File: src/rtl/alu_pkg.sv
// Shared ALU definitions: default operand width, divider FSM states and the
// quotient value reported for a division by zero.
package alu_pkg;

  localparam int ALU_WIDTH = 8;

  // Divider control states, fixed two-bit encoding.
  typedef enum logic [1:0] {
    IDLE   = 2'd0,
    RUN    = 2'd1,
    FINISH = 2'd2
  } div_state_t;

  // Quotient returned when the divisor is zero.
  localparam logic [ALU_WIDTH-1:0] DIV_ZERO_QUOT = '1;

endpackage

File: src/rtl/seq_divider8_div_step.sv
// One restoring-division step.
// The partial remainder and the next dividend bit are shifted together into a
// trial value T. The divisor is then subtracted from T with the same
// invert-and-carry-in adder used by the ALU add/subtract unit.
module div_step #(
  parameter int WIDTH = 8
) (
  input  logic [WIDTH-1:0] r_i,
  input  logic             q_msb_i,
  input  logic [WIDTH-1:0] divisor_i,
  output logic [WIDTH-1:0] r_o,
  output logic             q_bit_o
);

  logic [WIDTH:0] t;
  logic [WIDTH:0] diff;

  // Trial subtraction, then restore T when the difference is negative.
  always_comb begin
    // r_i is always below the divisor, and it is built from at most WIDTH-1
    // dividend bits before the last shift. Its MSB is therefore 0 here, so
    // {r_i, bit} equals the (WIDTH+1)-bit trial value.
    t       = {r_i, q_msb_i};
    diff    = t + ~{1'b0, divisor_i} + (WIDTH + 1)'(1);
    q_bit_o = ~diff[WIDTH];
    r_o     = q_bit_o ? diff[WIDTH-1:0] : t[WIDTH-1:0];
  end

endmodule

File: src/rtl/seq_divider8.sv
// Multi-cycle restoring divider with a start/busy/done handshake.
// It produces one quotient bit per clock.
// Optional macro SEQ_DIVIDER8_SIGNED_EN selects two's-complement operands.
// In that mode the core divides the magnitudes, and one extra FINISH cycle
// fixes up the signs of the results.
module seq_divider8
  import alu_pkg::*;
#(
  parameter  int WIDTH = ALU_WIDTH,
  localparam int CNT_W = $clog2(WIDTH) + 1
) (
  input  logic             clk,
  input  logic             rst,
  input  logic             start,
  input  logic [WIDTH-1:0] dividend,
  input  logic [WIDTH-1:0] divisor,
  output logic             busy,
  output logic             done,
  output logic [WIDTH-1:0] quotient,
  output logic [WIDTH-1:0] remainder,
  output logic             div_by_zero
);

  div_state_t       state_q, state_d;
  logic [CNT_W-1:0] cnt_q, cnt_d;
  logic [WIDTH-1:0] r_q, r_d;        // partial remainder
  logic [WIDTH-1:0] q_q, q_d;        // dividend shifting out, quotient shifting in
  logic [WIDTH-1:0] dvsr_q, dvsr_d;  // captured divisor
  logic             dz_q, dz_d;      // divide-by-zero for the operation in flight
  logic [WIDTH-1:0] quot_q, quot_d;
  logic [WIDTH-1:0] rem_q, rem_d;
  logic             dzo_q, dzo_d;
  logic             done_q, done_d;
  logic [WIDTH-1:0] step_r;
  logic             step_q;
  logic [WIDTH-1:0] dividend_mag, divisor_mag;
`ifdef SEQ_DIVIDER8_SIGNED_EN
  logic             neg_quot_q, neg_quot_d;
  logic             neg_rem_q, neg_rem_d;
  logic             fix_q, fix_d;
`endif

  div_step #(.WIDTH(WIDTH)) u_step (
    .r_i       (r_q),
    .q_msb_i   (q_q[WIDTH-1]),
    .divisor_i (dvsr_q),
    .r_o       (step_r),
    .q_bit_o   (step_q)
  );

  // Operand magnitudes fed to the unsigned core.
  always_comb begin
`ifdef SEQ_DIVIDER8_SIGNED_EN
    dividend_mag = dividend[WIDTH-1] ? -dividend : dividend;
    divisor_mag  = divisor[WIDTH-1]  ? -divisor  : divisor;
`else
    dividend_mag = dividend;
    divisor_mag  = divisor;
`endif
  end

  // Next-state logic for the FSM, the datapath and the result registers.
  always_comb begin
    // NOTE: every signal gets a hold value first. Any path that leaves one
    // unassigned would otherwise infer a latch.
    state_d = state_q;
    cnt_d   = cnt_q;
    r_d     = r_q;
    q_d     = q_q;
    dvsr_d  = dvsr_q;
    dz_d    = dz_q;
    quot_d  = quot_q;
    rem_d   = rem_q;
    dzo_d   = dzo_q;
    done_d  = 1'b0;
`ifdef SEQ_DIVIDER8_SIGNED_EN
    neg_quot_d = neg_quot_q;
    neg_rem_d  = neg_rem_q;
    fix_d      = fix_q;
`endif
    unique case (state_q)
      IDLE: begin
        // The done cycle still belongs to the finishing operation, so a start
        // seen while done is high is dropped.
        if (start && !done_q) begin
          if (divisor == '0) begin
            q_d     = DIV_ZERO_QUOT;
            r_d     = dividend;
            dz_d    = 1'b1;
            cnt_d   = '0;
            state_d = FINISH;
`ifdef SEQ_DIVIDER8_SIGNED_EN
            neg_quot_d = 1'b0;
            neg_rem_d  = 1'b0;
`endif
          end else begin
            q_d     = dividend_mag;
            r_d     = '0;
            dvsr_d  = divisor_mag;
            dz_d    = 1'b0;
            cnt_d   = CNT_W'(WIDTH);
            state_d = RUN;
`ifdef SEQ_DIVIDER8_SIGNED_EN
            neg_quot_d = dividend[WIDTH-1] ^ divisor[WIDTH-1];
            neg_rem_d  = dividend[WIDTH-1];
`endif
          end
        end
      end
      RUN: begin
        r_d   = step_r;
        q_d   = {q_q[WIDTH-2:0], step_q};
        cnt_d = cnt_q - CNT_W'(1);
        if (cnt_q == CNT_W'(1)) state_d = FINISH;
      end
      FINISH: begin
`ifdef SEQ_DIVIDER8_SIGNED_EN
        if (!fix_q) begin
          fix_d = 1'b1;
          if (neg_quot_q) q_d = -q_q;
          if (neg_rem_q)  r_d = -r_q;
        end else begin
          fix_d   = 1'b0;
          quot_d  = q_q;
          rem_d   = r_q;
          dzo_d   = dz_q;
          done_d  = 1'b1;
          state_d = IDLE;
        end
`else
        quot_d  = q_q;
        rem_d   = r_q;
        dzo_d   = dz_q;
        done_d  = 1'b1;
        state_d = IDLE;
`endif
      end
      default: state_d = IDLE;
    endcase
  end

  // State and datapath registers, all cleared immediately by reset.
  always_ff @(posedge clk or posedge rst) begin
    // NOTE: the datapath and result registers are reset too, not only the
    // FSM. The outputs must read zero as soon as reset hits.
    if (rst) begin
      state_q <= IDLE;
      cnt_q   <= '0;
      r_q     <= '0;
      q_q     <= '0;
      dvsr_q  <= '0;
      dz_q    <= 1'b0;
      quot_q  <= '0;
      rem_q   <= '0;
      dzo_q   <= 1'b0;
      done_q  <= 1'b0;
`ifdef SEQ_DIVIDER8_SIGNED_EN
      neg_quot_q <= 1'b0;
      neg_rem_q  <= 1'b0;
      fix_q      <= 1'b0;
`endif
    end else begin
      // NOTE: non-blocking assignments make every register update from the
      // values held before this edge.
      state_q <= state_d;
      cnt_q   <= cnt_d;
      r_q     <= r_d;
      q_q     <= q_d;
      dvsr_q  <= dvsr_d;
      dz_q    <= dz_d;
      quot_q  <= quot_d;
      rem_q   <= rem_d;
      dzo_q   <= dzo_d;
      done_q  <= done_d;
`ifdef SEQ_DIVIDER8_SIGNED_EN
      neg_quot_q <= neg_quot_d;
      neg_rem_q  <= neg_rem_d;
      fix_q      <= fix_d;
`endif
    end
  end

  assign busy        = (state_q == RUN);
  assign done        = done_q;
  assign quotient    = quot_q;
  assign remainder   = rem_q;
  assign div_by_zero = dzo_q;

endmodule

File: config.mk
export PLATFORM = sky130hd
export DESIGN_NAME = seq_divider8
export DESIGN_NICKNAME = d
export VERILOG_FILES = /design/src/rtl/alu_pkg.sv /design/src/rtl/seq_divider8_div_step.sv /design/src/rtl/seq_divider8.sv
export SDC_FILE = /design/constraint.sdc
export NUM_CORES = 1
export LEC_CHECK = 0
export BUFFER_PORTS_ARGS = -buffer_cell sky130_fd_sc_hd__buf_4
export CORE_UTILIZATION = 25
export DETAILED_ROUTE_END_ITERATION = 6
export GPL_TIMING_DRIVEN = 0
export HOLD_SLACK_MARGIN = 0.03
export PLACE_DENSITY_LB_ADDON = 0.12
export SYNTH_ARGS = -nofsm -noshare
export SYNTH_HDL_FRONTEND = slang
export SYNTH_SLANG_ARGS = --single-unit
File: constraint.sdc
create_clock -name clk -period 3.6 [get_ports clk]
set_clock_uncertainty 0.15 [all_clocks]
set_input_delay 0 -clock clk [delete_from_list [all_inputs] [get_ports clk]]
set_output_delay 0 -clock clk [all_outputs]
set_load 0.02 [all_outputs]
Word level (Yosys, flattened, before mapping). Index checks and enable logic that the tools add are counted.

Flip-flop bits (word level): 49. Latch bits: 0. Memory bits (writable): 0. Bits in read-only memories: 0. Bits of input ports: 19. Output and inout bits: 19. Word-level logic and storage cells: 46. Memories kept: 0.

Add/sub/neg operators: 3. $mul: 0. Div/mod/pow operators: 0. Magnitude comparators: 0. Equality and inequality tests: 5. Shift operators: 0. Muxes and demuxes: 16. Bitwise logic cells: 3. Reductions and logical operators: 9.

Operator list (count): $mux W8 (5); $pmux W8 S2 (2); $add A9 B1 Y9 const B (1); $add A9 B9 Y9 (1); $not A8 Y9 (1); $logic_not A8 Y1 (1); $mux W4 (2); $pmux W4 S2 (1); $mux W2 (3); $reduce_and A2 Y1 (3); $eq A4 B1 Y1 const B (1); $pmux W2 S2 (1); $sub A4 B1 Y4 const B (1); $reduce_and A3 Y1 (1); $eq A2 B1 Y1 const B (1); $eq A2 B2 Y1 const B (1); $logic_not A2 Y1 (1); $mux W1 (2); $ne A2 B1 Y1 const B (1); $ne A2 B2 Y1 const B (1); $not A1 Y1 (2); $reduce_bool A2 Y1 (1); $logic_and A1 B1 Y1 (1); $logic_not A1 Y1 (1).

Longest topological paths before layout.
Depth after elaboration: 5. Mapped depth: 11. Depth with buffers taken out: 10.

By module. From an unflattened synthesis, not the netlist that was laid out.

Cells, all modules: 242. Area total of the unflattened synthesis: 2720.1 µm².

Modules (own cells, without submodules): seq_divider8 (times used 1, cells each 184, area each 2234.6 µm², seq. area each 1226.2 µm²); div_step (times used 1, cells each 58, area each 485.5 µm², seq. area each 0.0 µm²).

Worst setup path before layout. Ideal clock, no wire load.

Path kind: register to register. From: register q_q[7]. To: register r_q[0]. Setup time: 0.087 ns. Arrival time: 2.582 ns. Data required time: 3.363 ns. Setup slack: 0.781 ns. Stages on the path, launching flop included: 12. Buffers on the path: 1. Clock period less this slack: 2.819 ns. Cells stage by stage: dfrtp_1 > inv_1 > ha_1 > inv_1 > fa_1 > a211oi_1 > nor3_2 > mux2i_1 > a2111oi_2 > buf_6 > mux2_1 > o211ai_1.

Longest elaborated chain between the ends: 4.

Ends and longest elaborated chain: start: declaration (line seq_divider8.sv:27) `logic [WIDTH-1:0] q_q, q_d;`; start signal: assignment (line seq_divider8.sv:168) `q_q <= q_d;`; $add A9 B9 Y9 (line seq_divider8_div_step.sv:24) `diff = t + ~{1'b0, divisor_i} + (WIDTH + 1)'(1);`; $add A9 B1 Y9 (line seq_divider8_div_step.sv:24); $mux W8 * (line seq_divider8_div_step.sv:26) `r_o = q_bit_o ? diff[WIDTH-1:0] : t[WIDTH-1:0];`; $pmux W8 S2 * (line seq_divider8.sv:81) `unique case (state_q)`; end signal: assignment (line seq_divider8.sv:167) `r_q <= r_d;`; end: declaration (line seq_divider8.sv:26) `logic [WIDTH-1:0] r_q, r_d;`.

Mark *: on every way between the ends. The rest lies on a longest branch, timed or not. A chain may end at the register's enable or synchronous reset.

Worst setup path in the final report. Ends and elaborated chain as after synthesis.

==> summary.md <==
| Metric | Value |
|---|---|
| Largest family of logic cells by synthesized area | `compound AO/OA/AOI/OAI gates` |
| Seq cells post-synth | `49` |
| Routed wire length | `6420 um` |
| Chip Width | `101 um` |
| Data arrival time of the critical path | `between 3 and 4 ns` |
| EDFF count, synth | `0` |
| CTS Sinks | `just under 50` |
| Setup_tns | `0 ns` |
| Total grt overflow | `0` |
| Synth Instances | `247` |
| Maximum clock frequency | `308 MHz` |
| CP cell instances | `inv_1, ha_1, inv_1, fa_1, a211oi_1, nor3_2, mux2i_1, a2111oi_2, buf_6, mux2_1, o211ai_1` |
| Post-route cell area | `0.00321 sq mm` |
| Starting Density | `26.2%` |
| Max Cap Viol | `0` |
| Clk Tree Root Cell | `clkbuf_8` |
| IO buf count | `37` |
| Mapped cell area | `0.00247 sq mm` |
| Worst EP required | `about 3.7 ns` |
| Status | `finished, final reports clean` |
| Slew HR | `around 60%` |
| Dpl cell area | `between 0.002 and 0.003 sq mm` |
| Synth async-reset ratio | `100%` |
| Post-CTS setup buffer count | `0` |
| Crit path largest cell delay | `0.44 ns` |
| Final setup violation count | `0` |
| Critical-path top delay cell | `a2111oi_2` |
| Top_reg_cell synth | `dfrtp_1` |
| Peak VDD IR | `321 uV` |
| Mux contribution to synthesized area | `9.28%` |
| First-pass GRT wire length | `10600 um` |
| Yosys warning count | `0` |
| Filler Cell Count | `979` |
| Ant. Diodes | `0` |
| Max Root-Sink Buffers | `2` |
| Finished Layout Cells | `around 440` |
| Hold Fails Final Rpt | `0` |
| DRT iter0 DRCs | `54` |
| Nets | `339` |
| Unique masters post-synth | `40` |
| Die height | `~100 um` |
| Syn Area/Cell | `9.99 sq um` |
| Kind of critical path | `reg2reg` |
| Layout cells sized above 1 | `roughly 21%` |
| DRT Pass-1 Iters | `4` |
| Clock Latency Late Sink | `0.30 ns` |
| Pwr dens | `approximately 940 mW/mm^2` |
| Post-DP HPWL | `4710 um` |
| Post-Synth XOR/XNOR Area | `2.13%` |
| Die Footprint | `0.0103 sq mm` |
| CTS tree | `done` |
| P_leak | `1.46 nW` |
| Crit path launch type | `flop` |
| GR Util All Layers | `13.6%` |
| Largest net degree at the start of global routing | `36` |
| DR vias | `1991` |
| # rows | `35` |
| Tcrit/Tclk final | `about 90%` |
| Internal power | `~1.8 mW` |
| Commonest non-fill, non-tap cell in the layout | `dfrtp_1` |
| Total power | `between 3 and 4 mW` |
| DRC | `0` |
| Final ANT Viol Nets | `0` |
| CP Capture Type | `flop` |
| # H-tree levels | `2` |
| Sw Pwr | `1.24 mW` |
| Most common cell on crit path | `inv_1` |
| Tightest Pin Transition | `0.593 ns` |
| WL/cell | `between 10 and 15 um` |
| Post-Synth Simple-Gate Area | `12.9%` |
| Adder-Cell Fraction of Synth Area | `5.88%` |
| Layout overhead on the synthesized area | `30.2%` |
| CTS buffer count | `5` |
| Core area | `0.00942 sq mm` |
| Clk pwr share | `13.8%` |
| Cts hold-fix bufs | `17` |
| Crit-path max FO | `10` |
| Vias in the first global route | `2027` |
| Initial antenna violation count | `0` |
| Logic pwr share | `54.3%` |
| Cts repair resizes | `0` |
| Flop pwr share | `about a third` |
| Post-synthesis sequential area ratio | `roughly half` |
| Slew Limit Fails | `0` |
| Post-synthesis compound-gate area fraction | `15.5%` |
| Clock transition at path regs | `0.10 ns` |
| Detail-routed via count per cell | `4.54` |
| Placed cell count | `414` |
| Hold Crit Class | `in2reg` |
| Most frequent cells in the layout | `49 x dfrtp_1, 38 x nand2_1, 37 x buf_4` |
| Setup repair after global routing missed its margin | `false` |
| Switching Fraction | `41.2%` |
| Final min period | `3.25 ns` |
| Placer Congestion | `0.781` |
| Boundary Pins | `38` |
| Syn_nets | `277` |
## metrics by stage
stage          hold WS [ns]  setup slack (ns)  utilization (%)
6_report             0.0500             0.351             34.1
5_1_grt               0.103            0.0904             34.1
4_1_cts              0.0524             0.309             34.1
3_5_place_dp         -0.146             0.379             31.1
3_3_place_gp         0.0693             0.363             30.9
2_1_floorplan       -0.0332             0.781                -
## final timing paths
check / start / end / slack (ns) / cells past startpoint
hold reg to reg: div_by_zero / div_by_zero / 0.34 / 2
setup reg to reg: q_q[7] / r_q[0] / 0.35 / 11
hold / removal: start / cnt_q[1] / 0.05 / 4
max in group asynchronous: rst / r_q[4] / 2.73 / 4
min in group asynchronous: rst / cnt_q[2] / 0.07 / 3
setup / recovery: q_q[7] / r_q[0] / 0.35 / 11
## area by class of cell
| cell class | count | area, sq um | area share (%) |
|---|---|---|---|
| Sequential cell | 49 | 1230 | 38.2 |
| Timing Repair Buffer | 55 | 468 | 14.6 |
| Multi-Input combinational cell | 170 | 1130 | 35.1 |
| Buffer | 9 | 41.3 | 1.29 |
| Clock buffer | 7 | 86.3 | 2.69 |
| Tap cell | 129 | 161 | 5.02 |
| Clock inverter | 1 | 30.0 | 0.935 |
| Inverter | 19 | 71.3 | 2.22 |
## Yosys cell counts (2+ instances only)
| cell | count | area [sq um] |
|---|---|---|
| mux2i_1 | 6 | 60.1 |
| xnor2_1 | 3 | 26.3 |
| nor3_1 | 3 | 15.0 |
| nand2_1 | 38 | 143 |
| a21o_1 | 2 | 15.0 |
| mux2_2 | 14 | 158 |
| clkbuf_1 | 7 | 26.3 |
| o22ai_1 | 8 | 50.1 |
| dfrtp_1 | 49 | 1230 |
| o21ai_0 | 29 | 145 |
| ha_1 | 10 | 125 |
| nor2_1 | 7 | 26.3 |
| o211ai_1 | 7 | 52.6 |
| xor2_1 | 3 | 26.3 |
| nand2b_1 | 3 | 18.8 |
| a21oi_1 | 6 | 30.0 |
| nor4_1 | 2 | 12.5 |
| nand3_1 | 8 | 40.0 |
| o21a_1 | 2 | 15.0 |
| inv_1 | 18 | 67.6 |
| and2_1 | 3 | 18.8 |
## metal layers
metal / routed length [um] / global-route usage (%) / share of wire (%) / vias up
li1: - / - / - / 985
met1: 3180 / 19.1 / 50 / 966
met2: 2960 / 21.6 / 46 / 35
met3: 228 / 2.28 / 3.5 / 5
met4: 53 / 3.68 / 0.83 / 0
met5: 0 / 0 / 0 / -
## sequential cells by signal, summed over array words and instances (netlist names)
register	flops
q_q	8
div_by_zero	1
dz_q	1
r_q	8
cnt_q	4
remainder	8
state_q	2
quotient	8
done	1
dvsr_q	8
## worst max-delay path, delay by kind of cell (launching register included)
kind                     cells  cell delay [ns]
AO/OA/AOI/OAI                3             1.00
adder cells (fa/ha/maj)      2             0.63
buffers and inverters        3             0.43
flip-flops                   1             0.39
multiplexers                 2             0.46
AND/OR/NAND/NOR              1             0.10
## power by group through the flow
stage	sequential, mW	clock (mW)	combinational (mW)
global route	1.00	0.451	1.86
finish	0.962	0.418	1.64
floorplan	1.02	0	1.14
global placement	0.977	0	1.64
detailed placement	0.977	0	1.65
CTS	0.967	0.433	1.67
## kinds of logic after synthesis
kind of cell / count (synthesis)
compound gates: 62
buf+inv: 28
simple gates: 70
xor+xnor: 6
flops: 49
fa+ha+maj: 11
mux: 21
No activity file was read; power rests on OpenSTA's default activity.
